===== src/rtl/bsg_clk_gen_pearl_tag_pkg.sv =====
// rtl/bsg_clk_gen_pearl_tag_pkg.sv - shared states, width helpers and header layout for the tag sequencer
package bsg_clk_gen_pearl_tag_pkg;

  // Sequencer states
  localparam logic [1:0] e_init = 2'd0;
  localparam logic [1:0] e_idle = 2'd1;
  localparam logic [1:0] e_send = 2'd2;
  localparam logic [1:0] e_gap  = 2'd3;

  // Never returns 0 so a single-entry field still has one bit
  function automatic int safe_clog2(input int x);
    return (x <= 1) ? 1 : $clog2(x);
  endfunction

  function automatic int max3(input int a, input int b, input int c);
    int m;
    m = (a > b) ? a : b;
    return (m > c) ? m : c;
  endfunction

  localparam int default_els         = 16;
  localparam int default_max_payload = 16;
  localparam int default_id_w        = safe_clog2(default_els);
  localparam int default_len_w       = safe_clog2(default_max_payload + 1);

  // Header fields after the start bit; len sits at the LSB because it leaves the shifter first
  typedef struct packed {
    logic [default_id_w-1:0]  id;
    logic                     data_not_reset;
    logic [default_len_w-1:0] len;
  } header_t;

endpackage


===== src/rtl/bsg_clk_gen_pearl_tag_sequencer_if.sv =====
// rtl/bsg_clk_gen_pearl_tag_sequencer_if.sv - requester command bus into the tag sequencer
interface bsg_clk_gen_pearl_tag_sequencer_if #(
  parameter int num_req_p           = 2,
  parameter int id_width_p          = bsg_clk_gen_pearl_tag_pkg::default_id_w,
  parameter int len_width_p         = bsg_clk_gen_pearl_tag_pkg::default_len_w,
  parameter int max_payload_width_p = bsg_clk_gen_pearl_tag_pkg::default_max_payload
);

  logic [num_req_p-1:0]                          req_v;
  logic [num_req_p-1:0]                          req_ready;
  logic [num_req_p-1:0][id_width_p-1:0]          req_id;
  logic [num_req_p-1:0]                          req_data_not_reset;
  logic [num_req_p-1:0][len_width_p-1:0]         req_len;
  logic [num_req_p-1:0][max_payload_width_p-1:0] req_payload;

  modport master (
    output req_v, req_id, req_data_not_reset, req_len, req_payload,
    input  req_ready
  );

  modport slave (
    input  req_v, req_id, req_data_not_reset, req_len, req_payload,
    output req_ready
  );

endinterface


===== src/rtl/bsg_round_robin_arb.sv =====
// rtl/bsg_round_robin_arb.sv - round-robin arbiter with pointer advancing past each winner
module bsg_round_robin_arb
  import bsg_clk_gen_pearl_tag_pkg::*;
#(
  parameter  int inputs_p     = 2,
  localparam int sel_width_lp = safe_clog2(inputs_p)
) (
  input  logic                    clk_i,
  input  logic                    reset_n_i,
  input  logic                    grants_en_i,
  input  logic [inputs_p-1:0]     reqs_i,
  output logic [inputs_p-1:0]     grants_o,
  output logic [sel_width_lp-1:0] sel_o,
  output logic                    v_o
);

  logic [sel_width_lp-1:0] ptr;

  // First requester found scanning upward from the pointer, wrapping at inputs_p
  always_comb begin
    grants_o = '0;
    sel_o    = '0;
    v_o      = 1'b0;
    for (int k = 0; k < inputs_p; k++) begin
      if (!v_o && reqs_i[(int'(ptr) + k) % inputs_p]) begin
        v_o   = 1'b1;
        sel_o = sel_width_lp'((int'(ptr) + k) % inputs_p);
      end
    end
    if (v_o && grants_en_i) grants_o[sel_o] = 1'b1;
  end

  // Pointer moves to the slot after the winner only when a grant is actually issued
  always_ff @(posedge clk_i or negedge reset_n_i) begin
    if (!reset_n_i) begin
      ptr <= '0;
    end else if (grants_en_i && v_o) begin
      ptr <= (sel_o == sel_width_lp'(inputs_p - 1)) ? '0 : sel_o + 1'b1;
    end
  end

endmodule


===== src/rtl/bsg_clk_gen_pearl_tag_sequencer.sv =====
// rtl/bsg_clk_gen_pearl_tag_sequencer.sv - bsg_tag master serializing requester commands onto the tag line
module bsg_clk_gen_pearl_tag_sequencer
  import bsg_clk_gen_pearl_tag_pkg::*;
#(
  parameter  int els_p               = default_els,
  parameter  int max_payload_width_p = default_max_payload,
  parameter  int num_req_p           = 2,
  parameter  int init_zeros_p        = 64,
  parameter  int gap_cycles_p        = 4,
  localparam int id_width_lp         = safe_clog2(els_p),
  localparam int len_width_lp        = safe_clog2(max_payload_width_p + 1),
  localparam int sel_width_lp        = safe_clog2(num_req_p)
) (
  input  logic clk_i,
  input  logic reset_n_i,
  bsg_clk_gen_pearl_tag_sequencer_if.slave req,
  output logic tag_data_o,
  output logic tag_en_o,
  output logic async_clk_gen_disable_o,
  output logic busy_o
);

  // Bits following the start bit: header then the widest possible payload
  localparam int hdr_bits_lp   = len_width_lp + 1 + id_width_lp;
  localparam int body_width_lp = hdr_bits_lp + max_payload_width_p;
  localparam int cnt_width_lp  = safe_clog2(max3(init_zeros_p, body_width_lp, gap_cycles_p) + 1);

  logic [1:0]                     state;
  logic [cnt_width_lp-1:0]        cnt;
  logic [body_width_lp-1:0]       shift;
  logic [num_req_p-1:0]           grants;
  logic [sel_width_lp-1:0]        sel;
  logic                           arb_v;
  logic                           idle;
  logic                           grant_v;
  logic [id_width_lp-1:0]         sel_id;
  logic                           sel_dnr;
  logic [len_width_lp-1:0]        sel_len;
  logic [max_payload_width_p-1:0] sel_payload;

  assign idle    = (state == e_idle);
  assign grant_v = arb_v & idle;
  assign busy_o  = (state == e_send) || (state == e_gap);

  bsg_round_robin_arb #(.inputs_p(num_req_p)) arb (
    .clk_i       (clk_i),
    .reset_n_i   (reset_n_i),
    .grants_en_i (idle),
    .reqs_i      (req.req_v),
    .grants_o    (grants),
    .sel_o       (sel),
    .v_o         (arb_v)
  );

  assign req.req_ready = grants;
  assign sel_id        = req.req_id[sel];
  assign sel_dnr       = req.req_data_not_reset[sel];
  assign sel_len       = req.req_len[sel];
  assign sel_payload   = req.req_payload[sel];

  // Init zeros, grant/latch, LSB-first shift-out and inter-packet gap; outputs are flops
  always_ff @(posedge clk_i or negedge reset_n_i) begin
    if (!reset_n_i) begin
      state                   <= e_init;
      cnt                     <= cnt_width_lp'(init_zeros_p);
      shift                   <= '0;
      tag_data_o              <= 1'b0;
      tag_en_o                <= 1'b0;
      async_clk_gen_disable_o <= 1'b1;
    end else begin
      tag_en_o <= 1'b1;
      case (state)
        e_init: begin
          if (cnt == '0) begin
            state                   <= e_idle;
            async_clk_gen_disable_o <= 1'b0;
          end else begin
            cnt <= cnt - 1'b1;
          end
        end
        e_idle: begin
          if (grant_v) begin
            state      <= e_send;
            tag_data_o <= 1'b1;
            shift      <= {sel_payload, sel_id, sel_dnr, sel_len};
            // Counts bits still to go after the start bit now on the line
            cnt        <= cnt_width_lp'(hdr_bits_lp) + cnt_width_lp'(sel_len);
          end
        end
        e_send: begin
          if (cnt == '0) begin
            state      <= e_gap;
            tag_data_o <= 1'b0;
            cnt        <= cnt_width_lp'(gap_cycles_p - 1);
          end else begin
            tag_data_o <= shift[0];
            shift      <= shift >> 1;
            cnt        <= cnt - 1'b1;
          end
        end
        e_gap: begin
          if (cnt == '0) state <= e_idle;
          else           cnt   <= cnt - 1'b1;
        end
        default: state <= e_init;
      endcase
    end
  end

  // Requesters must never offer an empty or oversized payload
  assert property (@(posedge clk_i) disable iff (!reset_n_i)
    grant_v |-> ((sel_len != '0) && (sel_len <= len_width_lp'(max_payload_width_p))));

endmodule


===== src/flat_wrapper.sv =====
// flat-port wrapper written by rule: the top's interface ports become plain ports
module bsg_clk_gen_pearl_tag_sequencer_flat import bsg_clk_gen_pearl_tag_pkg::*;
#(
  parameter  int els_p               = default_els,
  parameter  int max_payload_width_p = default_max_payload,
  parameter  int num_req_p           = 2,
  parameter  int init_zeros_p        = 64,
  parameter  int gap_cycles_p        = 4,
  localparam int id_width_lp         = safe_clog2(els_p),
  localparam int len_width_lp        = safe_clog2(max_payload_width_p + 1),
  localparam int sel_width_lp        = safe_clog2(num_req_p)
)
  (clk_i, reset_n_i, tag_data_o, tag_en_o, async_clk_gen_disable_o, busy_o, req_req_v, req_req_id, req_req_data_not_reset, req_req_len, req_req_payload, req_req_ready);
  bsg_clk_gen_pearl_tag_sequencer_if #(.num_req_p(num_req_p), .id_width_p(($clog2((16)))), .len_width_p(($clog2((16) + 1))), .max_payload_width_p(max_payload_width_p)) req_i ();
  input  logic clk_i;
  input  logic reset_n_i;
  output logic tag_data_o;
  output logic tag_en_o;
  output logic async_clk_gen_disable_o;
  output logic busy_o;
  input wire logic [$bits(req_i.req_v)-1:0] req_req_v;
  input wire logic [$bits(req_i.req_id)-1:0] req_req_id;
  input wire logic [$bits(req_i.req_data_not_reset)-1:0] req_req_data_not_reset;
  input wire logic [$bits(req_i.req_len)-1:0] req_req_len;
  input wire logic [$bits(req_i.req_payload)-1:0] req_req_payload;
  output wire logic [$bits(req_i.req_ready)-1:0] req_req_ready;
  assign req_i.req_v = req_req_v;
  assign req_i.req_id = req_req_id;
  assign req_i.req_data_not_reset = req_req_data_not_reset;
  assign req_i.req_len = req_req_len;
  assign req_i.req_payload = req_req_payload;
  assign req_req_ready = req_i.req_ready;
  bsg_clk_gen_pearl_tag_sequencer #(.els_p(els_p), .max_payload_width_p(max_payload_width_p), .num_req_p(num_req_p), .init_zeros_p(init_zeros_p), .gap_cycles_p(gap_cycles_p)) u_core (.clk_i(clk_i), .reset_n_i(reset_n_i), .req(req_i), .tag_data_o(tag_data_o), .tag_en_o(tag_en_o), .async_clk_gen_disable_o(async_clk_gen_disable_o), .busy_o(busy_o));
endmodule

===== config.mk =====
export PLATFORM = sky130hd
export DESIGN_NAME = bsg_clk_gen_pearl_tag_sequencer_flat
export DESIGN_NICKNAME = d
export VERILOG_FILES = /design/src/rtl/bsg_clk_gen_pearl_tag_pkg.sv /design/src/rtl/bsg_clk_gen_pearl_tag_sequencer_if.sv /design/src/rtl/bsg_round_robin_arb.sv /design/src/rtl/bsg_clk_gen_pearl_tag_sequencer.sv /design/src/flat_wrapper.sv
export SDC_FILE = /design/constraint.sdc
export NUM_CORES = 1
export LEC_CHECK = 0
export ABC_AREA = 1
export ABC_CLOCK_PERIOD_IN_PS = 2700
export BUFFER_PORTS_ARGS = -buffer_cell sky130_fd_sc_hd__buf_2
export CAP_MARGIN = 20
export CELL_PAD_IN_SITES_DETAIL_PLACEMENT = 1
export CELL_PAD_IN_SITES_GLOBAL_PLACEMENT = 1
export CORE_AREA = 10 10 89 91
export CTS_CLUSTER_SIZE = 20
export DETAILED_ROUTE_END_ITERATION = 16
export DIE_AREA = 0 0 99 101
export PLACE_DENSITY = 0.87
export RECOVER_POWER = 50
export SLEW_MARGIN = 25
export SYNTH_ARGS = -nofsm -noshare
export SYNTH_HDL_FRONTEND = slang
export SYNTH_SLANG_ARGS = --single-unit

===== constraint.sdc =====
create_clock -name clk_i -period 2.7 [get_ports clk_i]
set_input_delay 0.27 -clock clk_i [delete_from_list [all_inputs] [get_ports clk_i]]
set_output_delay 0.27 -clock clk_i [all_outputs]
set_load 0.02 [all_outputs]

== Word level (Yosys, flattened, before mapping) ==
Cells that the tools add are included.

* Add/subtract/negate cells: 4
* $lt $le $gt $ge: 4
* Eq/ne operators: 8
* Multiplexer cells: 35
* Bitwise logic cells: 2
* Reductions and logical operators: 14

{| class="wikitable"
|+ Operators with widths
! kind !! number
|-
| two-way mux 26 bit || 2
|-
| case mux 26 bit (2 select lines) || 1
|-
| two-way mux 16 bit || 2
|-
| two-way mux 7 bit || 3
|-
| case mux 7 bit (3 select lines) || 1
|-
| two-way mux 1 bit || 15
|-
| two-way mux 5 bit || 2
|-
| two-way mux 2 bit || 4
|-
| two-way mux 4 bit || 2
|-
| logical NOT 7 bit || 1
|-
| subtractor 7 x 1 -> 7 bit, second input constant || 1
|-
| adder 4 x 5 -> 6 bit, first input constant || 1
|-
| inequality test 2 bit, second input constant || 3
|-
| case mux 2 bit (3 select lines) || 1
|-
| AND reduction 2 bit || 3
|-
| AND reduction 3 bit || 2
|-
| == test 2 bit, second input constant || 2
|-
| less-than comparator 1 x 2 -> 1 bit, second input constant || 2
|-
| inequality test 2 x 1 -> 1 bit, second input constant || 2
|-
| logical AND 1 bit || 3
|-
| less-than comparator 2 x 3 -> 1 bit, second input constant || 1
|-
| adder 1 bit, second input constant || 2
|-
| == test 2 x 1 -> 1 bit, second input constant || 1
|-
| logical NOT 2 bit || 1
|-
| 9 further kinds || 9
|}

* Register bits: 39
* Bits of input ports: 56
* Output and inout port bits: 6
* Word-level logic and storage cells: 74

== Longest topological paths before layout ==
* Word-level depth: 12
* Gate-level depth with buffers: 11
* Gate-level depth less buffers: 11

== Cells and area by module ==
A second synthesis with hierarchy kept.

* Cell total of the unflattened synthesis: 353
* Area total of the unflattened synthesis: 2603.7 µm²

{| class="wikitable"
|+ Modules (own cells, without submodules)
! module !! instances !! cells each !! area an instance (µm²) !! sequential area each (µm²)
|-
| bsg_clk_gen_pearl_tag_sequencer || 1 || 336 || 2513.7 || 953.4
|-
| bsg_round_robin_arb || 1 || 17 || 90.1 || 25.0
|}

== Worst setup path before layout ==
OpenSTA, ideal clock, no wires.

* Path type: register -> register
* From: reg u_core.state[0]
* To: reg u_core.shift[10]
* Arrival: 1.463 ns
* Required time: 2.576 ns
* Path slack: 1.113 ns
* Stages on the path, launching flop included: 10
* Clock period less this slack: 1.587 ns
* Cell sequence: dfrtp_1 > inv_1 > ha_1 > buf_2 > inv_2 > buf_4 > buf_2 > nand3_1 > o211ai_1 > nand2_1

* Longest elaborated chain between the ends: 4
* Elaborated cells on any way between the ends: 8
* Classes of those cells: eq/ne: 4; mux: 1; bitwise: 1; reduce/logical: 2

{| class="wikitable"
|+ Ends and longest elaborated chain
! item !! line !! source
|-
| start: declaration || bsg_clk_gen_pearl_tag_sequencer.sv:28 || <nowiki>logic [1:0] state;</nowiki>
|-
| start signal: assignment || bsg_clk_gen_pearl_tag_sequencer.sv:64 || <nowiki>state <= e_init;</nowiki>
|-
| start signal: assignment || bsg_clk_gen_pearl_tag_sequencer.sv:75 || <nowiki>state <= e_idle;</nowiki>
|-
| start signal: assignment || bsg_clk_gen_pearl_tag_sequencer.sv:83 || <nowiki>state <= e_send;</nowiki>
|-
| == test 2 x 1 -> 1 bit || bsg_clk_gen_pearl_tag_sequencer.sv:41, bsg_clk_gen_pearl_tag_sequencer.sv:72 ||
|-
| bitwise AND 1 bit || bsg_clk_gen_pearl_tag_sequencer.sv:42 || <nowiki>assign grant_v = arb_v & idle;</nowiki>
|-
| inequality test 2 x 1 -> 1 bit (no source line) || n/a ||
|-
| AND reduction 3 bit (no source line) || n/a ||
|-
| end signal: assignment || bsg_clk_gen_pearl_tag_sequencer.sv:85 || <nowiki>shift <= {sel_payload, sel_id, sel_dnr, sel_len};</nowiki>
|-
| end signal: assignment || bsg_clk_gen_pearl_tag_sequencer.sv:97 || <nowiki>shift <= shift >> 1;</nowiki>
|-
| end: declaration || bsg_clk_gen_pearl_tag_sequencer.sv:30 || <nowiki>logic [body_width_lp-1:0] shift;</nowiki>
|}

Parallel ways exist; a longest one is shown, timed or not.
A chain may end at the register's enable or synchronous reset.

== Worst setup path after layout ==
* From: reg u_core.arb.ptr
* To: out req_req_ready[0]

* Longest elaborated chain between the ends: 11
* Elaborated cells on any way between the ends: 19
* Classes of those cells: add/sub: 1; order compare: 2; mux: 12; reduce/logical: 4

{| class="wikitable"
|+ Ends and longest elaborated chain
! item !! line !! source
|-
| start: declaration || bsg_round_robin_arb.sv:17 || <nowiki>logic [sel_width_lp-1:0] ptr;</nowiki>
|-
| start signal: assignment || bsg_round_robin_arb.sv:38 || <nowiki>ptr <= (sel_o == sel_width_lp'(inputs_p - 1)) ? '0 : sel_o + 1'b1;</nowiki>
|-
| adder 1 bit or two-way mux 1 bit (tied branches) || bsg_round_robin_arb.sv:25, bsg_round_robin_arb.sv:27 ||
|-
| two-way mux 1 bit (implied by the code) (2 in series) || bsg_round_robin_arb.sv:25 || <nowiki>if (!v_o && reqs_i[(int'(ptr) + k) % inputs_p]) begin</nowiki>
|-
| two-way mux 1 bit (implied by the code) or logical NOT 1 bit (tied branches) || bsg_round_robin_arb.sv:25 ||
|-
| logical AND 1 bit || bsg_round_robin_arb.sv:25 ||
|-
| two-way mux 1 bit || bsg_round_robin_arb.sv:25 ||
|-
| less-than comparator 1 x 2 -> 1 bit (implied by the code) or >= comparator 1 bit (tied branches) || bsg_round_robin_arb.sv:30 || <nowiki>if (v_o && grants_en_i) grants_o[sel_o] = 1'b1;</nowiki>
|-
| logical AND 1 bit (implied by the code) || bsg_round_robin_arb.sv:30 ||
|-
| two-way mux 1 bit (implied by the code) || bsg_round_robin_arb.sv:30 ||
|-
| demux 1 bit (select 1 bit) || bsg_round_robin_arb.sv:30 ||
|-
| two-way mux 2 bit (*) || bsg_round_robin_arb.sv:30 ||
|-
| end: declaration || flat_wrapper.sv:26 || <nowiki>output wire logic [$bits(req_i.req_ready)-1:0] req_req_ready;</nowiki>
|}

Every way passes the cells marked *; elsewhere a longest branch is shown, timed or not. The select of a mux whose other input is x is not followed.

==> results.md <==
- Outcome: finished with violations
- Failing checks: capacitance limit, slew limit
- Most frequent cells in the layout: nand2_1 (130), buf_2 (58), dfrtp_1 (37)
- Area after DPL: 2760 sq um
- Yosys warns: 0
- Critical-path maximum fanout: 30
- FF+latch area: 978 sq um
- Arrival @ worst endpoint: slightly below 2 ns
- Tmin final: 2.22 ns
- CTS sink count: 39
- Final Max Tran Viols: 40
- Main synth FF type: dfrtp_1
- Largest net degree at the start of global routing: 45
- Sequential-to-total area share from yosys stat: 39.6%
- Setup TNS: 0 ns
- Via count of the routed design: 2298
- Pre-CTS setup slack: 0.635 ns
- Vias in the first global route: 2595
- DRT Pass-1 Iters: 4
- CP max stage cell: nand2_2
- EDFF count, synth: 0
- Crit. End Element: output port
- Area Overhead vs Synth: 16.4%
- Final instance area: approximately 2900 sq um
- DRC violations left: 0
- Worst-Skew Late Latency: between 0.2 and 0.3 ns
- RSZ-0062 raised after global routing: no
- Starting Density: roughly 40%
- Fin. Hold Viols: 0
- Clock Skew: 0.00530 ns
- Grt ovf: 0
- Root buffer cell: clkbuf_8
- Die area: 10000 sq um
- Synthesis-stage register bit count: 39
- Antenna-violating nets left: 0
- Total wire length: 7.07 mm
- Antenna cells: 0
- Max incr delay on CP: 0.45 ns
- WS Path Type: reg2out
- Layout cell share with drive strength beyond 1: 23.2%
- Layout Cells excl Fill: 460
- Commonest non-fill, non-tap cell in the layout: nand2_1
- Cts hold-fix bufs: 0
- VDD IR max: 665 uV
- Footprint of the multi-input gates: roughly 1300 sq um
- Synth unique cells: 36
- Slew @ Worst Pin: between 2 and 2.5 ns
- F_max: approximately 450 MHz
- Startpoint Class: flop
- Number of max-cap violations: 1
- DR WL/cell: approximately 15 um
- Asr flop ratio synth: 100%
- Placer Congestion: approximately 0.77
- Crit-path cells: inv_1 > nand2_1 > nand2_2 > inv_2 > nor2_1 > buf_2
- Tot Pwr: approximately 3700 uW
- Initial antenna violation count: 0
- Nets: 445
- Dpl hpwl: 5.38 mm
- CTS tree: built
- Layout fillers: 821
- Synth Cell Area: between 2000 and 2500 sq um
- Syn Inst Count: roughly 330
- CTS H-tree depth: 2
- DIE HEIGHT: roughly 100 um
- Clock buffer depth: 2
- Post-route clock period utilization: 82.3%
- Largest area contributor in the netlist: dfrtp_1
- CTS Buf Count: 5
- Mapped Nets: between 300 and 400
- GR Util All Layers: between 10 and 15%
- Routed vias/inst: 5.00
- Synth top area share: 37.5%
- Post-CTS setup buffer count: 0
- CTS resizes: 0
- Hold Path Class: in2reg
- Area contributors post-synth: dfrtp_1 (37%), nand2_1 (20%), nand3_1 (6.7%)
- PwrDens: 1290 nW/um^2
- # rows: 29
- Relative slew slack: -43.7%
- Avg Cell Area, Syn: 7.51 sq um
- Leak: 0.00154 uW
- Setup slack after layout: 0.477 ns
- CTS clk-pin slew, worst paths: approximately 0.08 ns
- First-pass GRT wire length: 12.1 mm
- IO Pins: 62
- # port buffers: 61
- Dpl cells: between 400 and 500
- Die W: about 99 um
- Setup-failing EPs final: 0
- Initial DRC Count: 64
- Placeable Area: just over 6000 sq um
- WP data required: between 2 and 2.5 ns
## cells by family after synthesis
family,after synthesis,synth area share [%]
AOI/OAI and AO/OA,53,13.8
DFF,39,39.6
and+or+nand+nor,188,33.4
buffers and inverters,39,8.76
adders and majority gates,7,3.55
xor gates and xnor gates,2,0.709
other,1,0.152
## area by class of cell
cell class              instances  share of cell area, %
flip-flops and latches         39                   34.0
clock inverters                 2                   1.22
repair buffers                 62                   10.7
clock buffers                   6                   2.87
inverters                      23                   3.44
multi-input cells             251                   44.3
well taps                      77                   3.35
## state kept, by name, indices dropped and copies added, names as in the netlist
name / flops
u_core.state: 2
u_core.tag_en_o: 1
u_core.arb.ptr: 1
u_core.cnt: 7
u_core.async_clk_gen_disable_o: 1
u_core.tag_data_o: 1
u_core.shift: 26
## metal layers
layer	vias up	part of all wire, %	global-route usage, %
met5	-	0	0
met3	5	3.3	3.29
met4	0	0.65	3.20
met1	1078	44	16.4
met2	41	52	26.1
li1	1174	-	-
## report_power, final
part	switching, uW	leakage (uW)	internal (uW)
Sequential	199	0.000467	895
Combinational	1380	0.00101	710
Clock	217	0.0000612	299
Total	1790	0.00154	1900
## through the flow
step	hold slack [ns]	utilization, %
finish	0.290	46.3
detailed placement	0.447	44.5
floorplan	-0.0256	-
CTS	0.127	46.4
global route	0.309	46.3
global placement	0.443	44.5
## path summary, 6_finish.rpt
kind	endpoint	from	cells after the start	slack [ns]
worst max-delay path	req_req_ready[0]	u_core.arb.ptr	6	0.48
worst min-delay path	u_core.shift[25]	req_req_payload[31]	3	0.29
worst max register to register	u_core.shift[25]	u_core.state[0]	6	0.64
worst min register to register	u_core.async_clk_gen_disable_o	u_core.async_clk_gen_disable_o	1	0.46
max in group asynchronous	u_core.tag_en_o	reset_n_i	1	0.87
min in group asynchronous	u_core.tag_data_o	reset_n_i	1	0.59
## cells in the mapped netlist, drive strengths merged, types with 2 or more instances
cell / number
nand2: 133
ha: 7
dfstp: 2
inv: 23
buf: 15
dfrtp: 37
o21ai: 19
nand3: 34
o211ai: 20
or2: 3
a21oi: 10
a31oi: 2
nor2: 17
## critical path, delay by kind of cell, from the launching register on
kind          cells  cell delay (ns)
flops             1             0.38
simple gates      3             0.70
buf+inv           3             0.56
(Power assumes the default switching activity.)
